## config.mk

```make
export PLATFORM = sky130hd
export DESIGN_NAME = trackball_quad
export DESIGN_NICKNAME = d
export VERILOG_FILES = /design/src/rtl/trackball_quad.sv
export SDC_FILE = /design/constraint.sdc
export NUM_CORES = 1
export LEC_CHECK = 0
export ABC_AREA = 1
export BUFFER_PORTS_ARGS = -buffer_cell sky130_fd_sc_hd__clkbuf_2
export CAP_MARGIN = 20
export CORE_MARGIN = 4
export CORE_UTILIZATION = 35
export CTS_CLUSTER_DIAMETER = 50
export DETAILED_ROUTE_END_ITERATION = 10
export SYNTH_ARGS = -nofsm -noshare
export SYNTH_HDL_FRONTEND = slang
export SYNTH_SLANG_ARGS = --single-unit
```

## constraint.sdc

```tcl
create_clock -name clk -period 8.43 [get_ports clk]
set_clock_uncertainty 0.15 [all_clocks]
set_input_delay 0.4215 -clock clk [delete_from_list [all_inputs] [get_ports clk]]
set_output_delay 0.4215 -clock clk [all_outputs]
set_load 0.03 [all_outputs]
```

## src/rtl/trackball_quad.sv

```systemverilog
// Trackball emulator: turns mouse deltas and joystick inputs into
// two quadrature encoder pairs stepped at a fixed prescaled rate.
module trackball_quad #(
   parameter int STEP_DIV = 3000,
   parameter int ACC_W    = 10
) (
   input  logic             clk,
   input  logic             reset,
   input  logic             mouse_strobe,
   input  logic signed [8:0] mouse_dx,
   input  logic signed [8:0] mouse_dy,
   input  logic             joy_l,
   input  logic             joy_r,
   input  logic             joy_u,
   input  logic             joy_d,
   input  logic             fast,
   output logic             xa,
   output logic             xb,
   output logic             ya,
   output logic             yb,
   output logic             busy
);

   localparam int CW = $clog2(STEP_DIV);
   localparam int SW = ((ACC_W > 9) ? ACC_W : 9) + 2;
   localparam logic [CW-1:0] LIM_N = CW'(STEP_DIV - 1);
   localparam logic [CW-1:0] LIM_F = CW'(STEP_DIV / 2 - 1);
   localparam logic signed [SW-1:0] SMAX = SW'((2 ** (ACC_W - 1)) - 1);
   localparam logic signed [SW-1:0] SMIN = -SMAX;

   logic [CW-1:0]           count_q, count_d;
   logic signed [ACC_W-1:0] acc_x_q, acc_x_d;
   logic signed [ACC_W-1:0] acc_y_q, acc_y_d;
   logic [1:0]              xph_q, xph_d;
   logic [1:0]              yph_q, yph_d;
   logic                    busy_q, busy_d;
   logic                    tick;
   logic [CW-1:0]           lim;
   logic [1:0]              dir_x, dir_y;

   // dir encoding: 2'b01 forward, 2'b10 backward, 2'b00 hold
   function automatic logic [1:0] dir_of(
      input logic signed [ACC_W-1:0] acc,
      input logic                    pos,
      input logic                    neg
   );
      if (acc > 0)              dir_of = 2'b01;
      else if (acc < 0)         dir_of = 2'b10;
      else if (pos && !neg)     dir_of = 2'b01;
      else if (neg && !pos)     dir_of = 2'b10;
      else                      dir_of = 2'b00;
   endfunction

   function automatic logic [1:0] ph_step(
      input logic [1:0] p,
      input logic       fwd
   );
      unique case (p)
         2'b00:   ph_step = fwd ? 2'b01 : 2'b10;
         2'b01:   ph_step = fwd ? 2'b11 : 2'b00;
         2'b11:   ph_step = fwd ? 2'b10 : 2'b01;
         default: ph_step = fwd ? 2'b00 : 2'b11;
      endcase
   endfunction

   // Step and add both use the pre-add value; result clamps symmetric.
   function automatic logic signed [ACC_W-1:0] acc_upd(
      input logic signed [ACC_W-1:0] acc,
      input logic                    stb,
      input logic signed [8:0]       d,
      input logic [1:0]              dir
   );
      logic signed [SW-1:0] s;
      s = SW'(acc);
      if (stb) s = s + SW'(d);
      if (acc != 0) begin
         if (dir == 2'b01)      s = s - SW'(1);
         else if (dir == 2'b10) s = s + SW'(1);
      end
      if (s > SMAX)      acc_upd = ACC_W'(SMAX);
      else if (s < SMIN) acc_upd = ACC_W'(SMIN);
      else               acc_upd = ACC_W'(s);
   endfunction

   always_comb begin
      lim     = fast ? LIM_F : LIM_N;
      tick    = (count_q >= lim);
      count_d = tick ? '0 : count_q + CW'(1);
      dir_x   = tick ? dir_of(acc_x_q, joy_r, joy_l) : 2'b00;
      dir_y   = tick ? dir_of(acc_y_q, joy_u, joy_d) : 2'b00;
      xph_d   = (dir_x != 2'b00) ? ph_step(xph_q, dir_x[0]) : xph_q;
      yph_d   = (dir_y != 2'b00) ? ph_step(yph_q, dir_y[0]) : yph_q;
      acc_x_d = acc_upd(acc_x_q, mouse_strobe, mouse_dx, dir_x);
      acc_y_d = acc_upd(acc_y_q, mouse_strobe, mouse_dy, dir_y);
      busy_d  = (acc_x_d != 0) || (acc_y_d != 0);
   end

   always_ff @(posedge clk) begin
      if (reset) begin
         count_q <= '0;
         acc_x_q <= '0;
         acc_y_q <= '0;
         xph_q   <= 2'b00;
         yph_q   <= 2'b00;
         busy_q  <= 1'b0;
      end else begin
         count_q <= count_d;
         acc_x_q <= acc_x_d;
         acc_y_q <= acc_y_d;
         xph_q   <= xph_d;
         yph_q   <= yph_d;
         busy_q  <= busy_d;
      end
   end

   assign xa   = xph_q[1];
   assign xb   = xph_q[0];
   assign ya   = yph_q[1];
   assign yb   = yph_q[0];
   assign busy = busy_q;

endmodule

```

# --- Yosys cells after proc, flatten, opt, wreduce, memory -nomap -nowiden ---
# Index checks and enable logic that the tools add are counted.
totals:
  ff_bits: 37
  latch_bits: 0
  mem_bits_rw: 0
  romBits: 0
  output_inout_bits: 5
  elab_cells: 81
  mem_count: 0
classes:
  addsub: 7
  multipliers: 0
  div: 0
  magnitude_cmp: 9
  eq_ne: 8
  n_shift: 0
  n_mux: 33
  bitwise_logic: 0
  reduce_logical: 18
op_table:
  columns: ["operator", "count"]
  rows:
  - ["nonzero test 32 bit", 4]
  - ["two-way mux 12 bit", 9]
  - ["two-way mux 10 bit", 4]
  - ["two-way mux 2 bit", 18]
  - ["adder 12 x 2 -> 12 bit, second input constant", 2]
  - ["greater-than comparator 12 x 10 -> 1 bit, second input constant", 2]
  - ["less-than comparator 12 x 10 -> 1 bit, second input constant", 2]
  - ["subtractor 12 x 2 -> 12 bit, second input constant", 2]
  - ["adder 10 x 9 -> 11 bit", 2]
  - ["greater-than comparator 10 x 1 -> 1 bit, second input constant", 2]
  - ["less-than comparator 10 x 1 -> 1 bit, second input constant", 2]
  - ["adder 12 x 1 -> 12 bit, second input constant", 1]
  - ["greater-or-equal comparator 12 bit", 1]
  - ["one-hot mux 2 bit (3 select lines)", 2]
  - ["equality test 2 x 1 -> 1 bit, second input constant", 4]
  - ["equality test 2 bit, second input constant", 4]
  - ["logical AND 1 bit", 4]
  - ["logical NOT 1 bit", 4]
  - ["logical NOT 2 bit", 2]
  - ["nonzero test 2 bit", 2]
  - ["OR reduction 2 bit", 1]
  - ["logical OR 1 bit", 1]

# --- Longest topological paths before layout ---
# Gate-level depths: netlist of run 1.
depth:
  word_depth: 16
  depth_mapped: 31
  depth_no_buf: 30

# --- Least setup slack after synthesis of run 1 ---
# No wires, ideal clock.
synth_timing:
  path_kind: "input -> register"
  from: "input port mouse_dy[0]"
  to: "register busy_q (netlist: busy)"
  setup_ns: 0.109
  arrival_ns: 3.013
  required_ns: 8.171
  slack_ns: 5.158
  path_stages: 30
  path_cell_list: "ha_1 -> inv_1 -> fa_1 -> o21a_1 -> inv_1 -> ha_1 -> inv_1 -> nor2_1 -> nand2_1 -> nor2_1 -> inv_1 -> nor2_2 -> nand2_1 -> nand2_1 -> nand2_1 -> nand2_1 -> inv_1 -> nor2_1 -> nand3_1 -> nand2_1 -> nand2_2 -> buf_6 -> nand2_1 -> nand2_1 -> inv_2 -> nand2_1 -> nor2_1 -> nand3_1 -> nand2_1 -> inv_1"
synth_via:
  elab_chain_len: 11
  elab_cells_between_ends: 13
  classes_between: "add/sub (3); order compare (2); mux (6); reduce/logical (2)"
synth_rtl:
  columns: ["element", "line_no", "text"]
  rows:
  - ["start: declaration", "11", "input logic signed [8:0] mouse_dy,"]
  - ["adder 10 x 9 -> 11 bit (*)", "75", "if (stb) s = s + SW'(d);"]
  - ["two-way mux 12 bit (*)", "75", null]
  - ["adder 12 x 2 -> 12 bit", "78", "else if (dir == 2'b10) s = s + SW'(1);"]
  - ["two-way mux 12 bit", "78", null]
  - ["two-way mux 12 bit", "77", "if (dir == 2'b01) s = s - SW'(1);"]
  - ["two-way mux 12 bit (*)", "76", "if (acc != 0) begin"]
  - ["less-than comparator 12 x 10 -> 1 bit", "81", "else if (s < SMIN) acc_upd = ACC_W'(SMIN);"]
  - ["two-way mux 10 bit", "81", null]
  - ["two-way mux 10 bit (*)", "80", "if (s > SMAX) acc_upd = ACC_W'(SMAX);"]
  - ["nonzero test 32 bit (*)", "95", "busy_d = (acc_x_d != 0) || (acc_y_d != 0);"]
  - ["logical OR 1 bit (*)", "95", null]
  - ["end signal: assignment", "112", "busy_q <= busy_d;"]
  - ["end: declaration", "36", "logic busy_q, busy_d;"]
# Every way passes the cells marked *; elsewhere a longest branch is shown, timed or not.
# A chain may end at the register's enable or synchronous reset.

# --- Worst setup path in the final report of run 1 ---
layout_timing:
  from: "input port mouse_strobe"
  to: "register busy_q (netlist: busy)"
layout_via:
  elab_chain_len: 10
  elab_cells_between_ends: 23
  classes_between: "add/sub (4); order compare (4); mux (12); reduce/logical (3)"
layout_rtl:
  columns: ["element", "line_no", "text"]
  rows:
  - ["start: declaration", "9", "input logic mouse_strobe,"]
  - ["two-way mux 12 bit", "75", null]
  - ["adder 12 x 2 -> 12 bit", "78", null]
  - ["two-way mux 12 bit", "78", null]
  - ["two-way mux 12 bit", "77", null]
  - ["two-way mux 12 bit", "76", null]
  - ["less-than comparator 12 x 10 -> 1 bit", "81", null]
  - ["two-way mux 10 bit", "81", null]
  - ["two-way mux 10 bit", "80", null]
  - ["nonzero test 32 bit", "95", null]
  - ["logical OR 1 bit (*)", "95", null]
# Marks and branches as above.

==> results.toml, run 1 <==
[run_status]
status = "finished, final reports clean"

[layout]
fillers = 1386
fin_nets = 866
syn_to_final_growth_pct = 9.84
final_layout_size_suffix_gt1_frac = 0.115
antenna_cells = 0

[detailed_routing]
vias_per_cell = 4.71
first_pass_iters = 5
drt_iter0_drc = 275
detail-route-antenna-nets = 0
drc = 0
route.vias.total = 4593
wl_per_cell_um = 11.7
routed_wirelength_um = 11400

[timing]
rsz0062_at_grt = "false"
final.setup.tns_ns = 0
tightest_slew_ns = 0.681
relSlewSlack = 0.546
holdWs_ns = 0.298
fin_crit_ns = 3.71
maxClockFrequency_mhz = 269
finalMaxSlewViolations = 0
period_share = 0.440
finalHoldViolCount = 0
setup_violations = 0

[cts]
cts_setup_buffers = 0
cts-buffers-inserted = 5
clock_path_buffers = 2
clk_latency_ns = 0.28
clock_sinks = 37
path_clk_slew_ns = 0.06
root_buffer = "clkbuf_16"
cts_hold_buf = 0
cts_max_level = 2
cts_tree = "done"
cts_resized = 0

[synthesis]
async_flop_share = 0
synth.most_common_cell = "nand2_1"
synth.avg_cell_area_um2 = 5.69
synth-main-ff-cell = "dfxtp_1"
synthCells = 778
ys_seq_elements = 37
yosys.area.top_type = "nand2_1"
yosys_warnings = 0
synth_top_area_frac = 0.226
synth.distinct_cells = 48
ys_seq_area_frac = 0.167
synth_commonest_cells = "267 x nand2_1, 105 x inv_1, 84 x nand3_1"
synth_top_family_by_area = "simple AND/OR/NAND/NOR gates"
ys_top_cells_by_area = "nand2_1 23%, dfxtp_1 17%, nand3_1 9.5%"
syn_area_mm2 = 0.00443
synth-compound-area-share = 0.0975
synthMuxAreaShare = 0
synth-edff-count = 0
synth_fp_nets = 838
synthAdderAreaFrac = 0.0995
yosys.area_share.simple = 0.509
synth_xor_area_frac = 0.0119

[global_routing]
overflow = 0
grtUsageTotal = 0.165
grt_pass1_wl_um = 19900
grt_max_degree = 33
grt_pass1_vias = 4247
antenna_found_initial = 0

[power]
p_seq_frac = 0.196
p_sw_mw = 0.734
clkPwrFrac = 0.134
ir_worst_vdd_uv = 94.3
power.total_mw = 1.36
power.leakage_nw = 2.67
p_int_mw = 0.622
power_frac_comb = 0.670
p_sw_frac = 0.541
powerDensity_mw_per_mm2 = 279

[place]
portBuffers = 30
hpwl_um = 9490
place.gp.congestion = 0.936

[die]
dieWidth_um = 120
fp-row-count = 40
dieArea_mm2 = 0.0145
ios = 31
fp.coreArea_mm2 = 0.0122
start_util = 0.363
die_h_um = 120

[setup_path]
worst-setup-path-type = "input port to flip-flop"
cp_num_buf_inv = 8
slowest_delay_ns = 0.52
worstPathMaxFanout = 32
arrival_ns = 3.74
crit_required_ns = 8.46
path_common_cell = "nand2_1"
slowest_stage = "clkbuf_2"
r2r_setup_slack_ns = 4.82
cp_top_family = "simple AND/OR/NAND/NOR gates"
worst_setup_path_start_kind = "input port"
end_kind = "flip-flop"

[run]
maxCapViolCount = 0

[worst_hold_path]
hold_class = "flip-flop to flip-flop"
[per-stage QoR]
| stage | util | instance area [µm²] | worst slack [ns] | std cells |
|---|---|---|---|---|
| floorplan | - | 4430 | 5.16 | 778 |
| global placement | 0.386 | 4720 | 4.46 | 967 |
| detailed placement | 0.386 | 4720 | 4.44 | 967 |
| CTS | 0.398 | 4860 | 4.72 | 975 |
| global route | 0.398 | 4860 | 4.17 | 975 |
| finish | 0.398 | 4860 | 4.72 | 975 |
[power groups by stage]
stage          logic (mW)  registers (mW)  clock network [mW]
4_1_cts             0.900           0.267               0.187
5_1_grt              1.05           0.273               0.197
3_5_place_dp        0.894           0.270                   0
3_3_place_gp        0.902           0.270                   0
6_report            0.908           0.266               0.182
2_1_floorplan       0.721           0.249                   0
[placed cells by master (no fill, tap or decap), types with 4 or more instances in the layout]
cell / n
nand4_1: 13
nor2_4: 5
nand2_2: 9
o21ai_0: 11
nand3b_1: 6
nand2_4: 5
nor2_2: 6
or2_2: 5
clkbuf_16: 5
xor2_1: 5
a21oi_1: 39
inv_1: 105
inv_2: 10
ha_1: 32
nand2_1: 267
nand3_1: 84
dfxtp_1: 37
nor2_1: 83
nor3_1: 4
clkbuf_2: 30
o21ai_1: 4
[cells by family (layout without fill, tap and decap cells)]
family,Yosys count,after routing
AOI/OAI and AO/OA,75,75
and+or+nand+nor,500,500
DFF,37,37
adders and majority gates,34,34
xor gates and xnor gates,6,6
buffers and inverters,126,155
[registers in the layout, summed over array words and instances (netlist names)]
signal,flops
count_q,12
acc_y_q,10
busy,1
xph_q,2
acc_x_q,10
yph_q,2
[cell type report]
class	count	area, µm²	area share
multi-input combinational	615	3180	0.653
timing repair buffer	30	150	0.0309
tap	168	210	0.0432
inverter	117	442	0.0908
sequential	37	741	0.152
clock buffer	5	125	0.0257
clock inverter	3	17.5	0.00360
[per-layer routing]
| metal | vias up | routed length (µm) | track usage |
|---|---|---|---|
| li1 | 2532 | - | - |
| met1 | 1959 | 6060 | 0.241 |
| met2 | 92 | 4790 | 0.255 |
| met3 | 10 | 459 | 0.0290 |
| met4 | 0 | 121 | 0.0312 |
| met5 | - | 0 | 0 |
[path summary, 6_finish.rpt]
check                                   to         start  cells past startpoint
worst max-delay path                  busy  mouse_strobe                     28
worst max register to register        busy    acc_y_q[0]                     29
worst min-delay path            count_q[0]    count_q[0]                      1
worst min register to register  count_q[0]    count_q[0]                      1
Power figures use the tool's default switching activity.
==> inputs of run 2 (changes only) <==
==> constraint.sdc (replaced) <==
create_clock -name clk -period 3.3 [get_ports clk]
set_clock_uncertainty 0.15 [all_clocks]
set_input_delay 0.165 -clock clk [delete_from_list [all_inputs] [get_ports clk]]
set_output_delay 0.165 -clock clk [all_outputs]
set_load 0.03 [all_outputs]
==> run 2 against run 1 <==
Highest routed layer unchanged. Largest power group unchanged. Register-to-register slack worse by 5.0 ns. Global-route usage increased by 0.80 points. Combinational power grew to 3.6 times the previous value. The run now ends with setup timing left. Flip-flop and latch count is the same. Largest cell class unchanged. Non-clock buffer count increased by 79. Final cell count rose by 8.2%.
==> results.toml, run 2 (same netlist as run 1, synthesis figures left out) <==
[run_status]
status = "finished with violations"
violations = "setup timing"

[detailed_routing]
drt_iter0_drc = 402
drc = 0
routed_wirelength_um = 12800
first_pass_iters = 5
route.vias.total = 5047
vias_per_cell = 4.78
detail-route-antenna-nets = 0
wl_per_cell_um = 12.2

[layout]
design_area_mm2 = 0.00579
final_cell_mix = "245 x nand2_1, 98 x inv_1, 74 x nor2_1"
fin_nets = 946
final_layout_size_suffix_gt1_frac = 0.268
syn_to_final_growth_pct = 30.8
reg_top3 = "count_q x12, acc_x_q x10, acc_y_q x10"
largest_reg_flops = 12
multi_input_area_mm2 = 0.00346
antenna_cells = 0
final_common_cell = "nand2_1"
seq_area_um2 = 743
fillers = 1303
top_register = "count_q"

[timing]
finalHoldViolCount = 0
fin_crit_ns = 3.46
setup_violations = 9
finalMaxSlewViolations = 0
setup_ws_ns = -0.162
maxClockFrequency_mhz = 289
period_share = 1.05
final.setup.tns_ns = -0.496
relSlewSlack = 0.669
holdWs_ns = 0.201
tightest_slew_ns = 0.494
rsz0062_at_grt = "true"

[global_routing]
grt_max_degree = 23
overflow = 0
grt_pass1_vias = 4583
antenna_found_initial = 0
grtUsageTotal = 0.173
grt_pass1_wl_um = 20900

[setup_path]
path_common_cell = "nand2_1"
worst_setup_path_start_kind = "flip-flop"
slowest_stage = "fa_2"
slowest_delay_ns = 0.44
worst-setup-path-type = "flip-flop to flip-flop"
end_kind = "flip-flop"
rr_startpoint = "acc_y_q[0]"
worstPathMaxFanout = 6
arrival_ns = 3.50
setup.worst_path.start = "acc_y_q[0]"
crit_required_ns = 3.33

[run]
maxCapViolCount = 0

[die]
fp.coreArea_mm2 = 0.0122
ios = 31
dieArea_mm2 = 0.0145
fp-row-count = 40
dieWidth_um = 120
die_h_um = 120
start_util = 0.363

[worst_hold_path]
min_from = "reset"
hold_class = "input port to flip-flop"

[cts]
path_clk_slew_ns = 0.06
clock_sinks = 37
cts_max_level = 2
clk_latency_ns = 0.28
root_buffer = "clkbuf_16"
clock_path_buffers = 2
cts_tree = "done"
cts-buffers-inserted = 5

[power]
power.total_mw = 4.51
power.leakage_nw = 3.09
ir_worst_vdd_uv = 373
powerDensity_mw_per_mm2 = 779

[place]
place_ws_ns = -0.161
portBuffers = 30
place_area_mm2 = 0.00514
place.gp.congestion = 0.978
hpwl_um = 10100
## run 2: worst max-delay path: cells and delay by family (launching register included)
kind / cells / cell delay [ns]
AOI/OAI and AO/OA: 2 / 0.29
adders and majority gates: 3 / 0.76
buffers and inverters: 7 / 0.43
DFF: 1 / 0.35
and+or+nand+nor: 16 / 1.40
## run 2: per-stage QoR
step | utilization | std cells
4_1_cts | 0.446 | 1038
2_1_floorplan | - | 778
5_1_grt | 0.474 | 1055
3_5_place_dp | 0.421 | 1023
6_report | 0.474 | 1055
3_3_place_gp | 0.421 | 1023
## run 2: repair_timing
item                       in CTS  in global routing
hold buffers                    0                  0
setup buffers                   6                 17
gates cloned                    1                  0
resized for setup              24                 65
pin swaps                      18                 40
setup endpoints to repair       7                 19
## run 2: worst paths after layout
check / slack [ns] / endpoint / depth (start not counted)
setup / recovery: -0.16 / busy / 28
hold / removal: 0.20 / acc_y_q[5] / 2
setup reg to reg: -0.16 / busy / 28
hold reg to reg: 0.30 / count_q[0] / 1
## run 2: routing by layer
layer | part of all wire | routed length [µm] | up-vias | track usage
li1 | - | - | 2702 | -
met1 | 0.50 | 6380 | 2186 | 0.245
met3 | 0.047 | 603 | 20 | 0.0234
met2 | 0.44 | 5600 | 139 | 0.278
met4 | 0.019 | 249 | 0 | 0.0411
met5 | 0 | 0 | - | 0
## run 2: cell type report
cell class,count,share of cell area
well taps,168,0.0363
flip-flops and latches,37,0.128
clock buffers,5,0.0216
multi-input cells,616,0.598
repair buffers,109,0.132
inverters,117,0.0763
clock inverters,3,0.00756
## run 2: where the power goes
part | internal (mW) | switching [mW]
Sequential | 0.563 | 0.103
Clock | 0.358 | 0.204
Combinational | 1.38 | 1.91
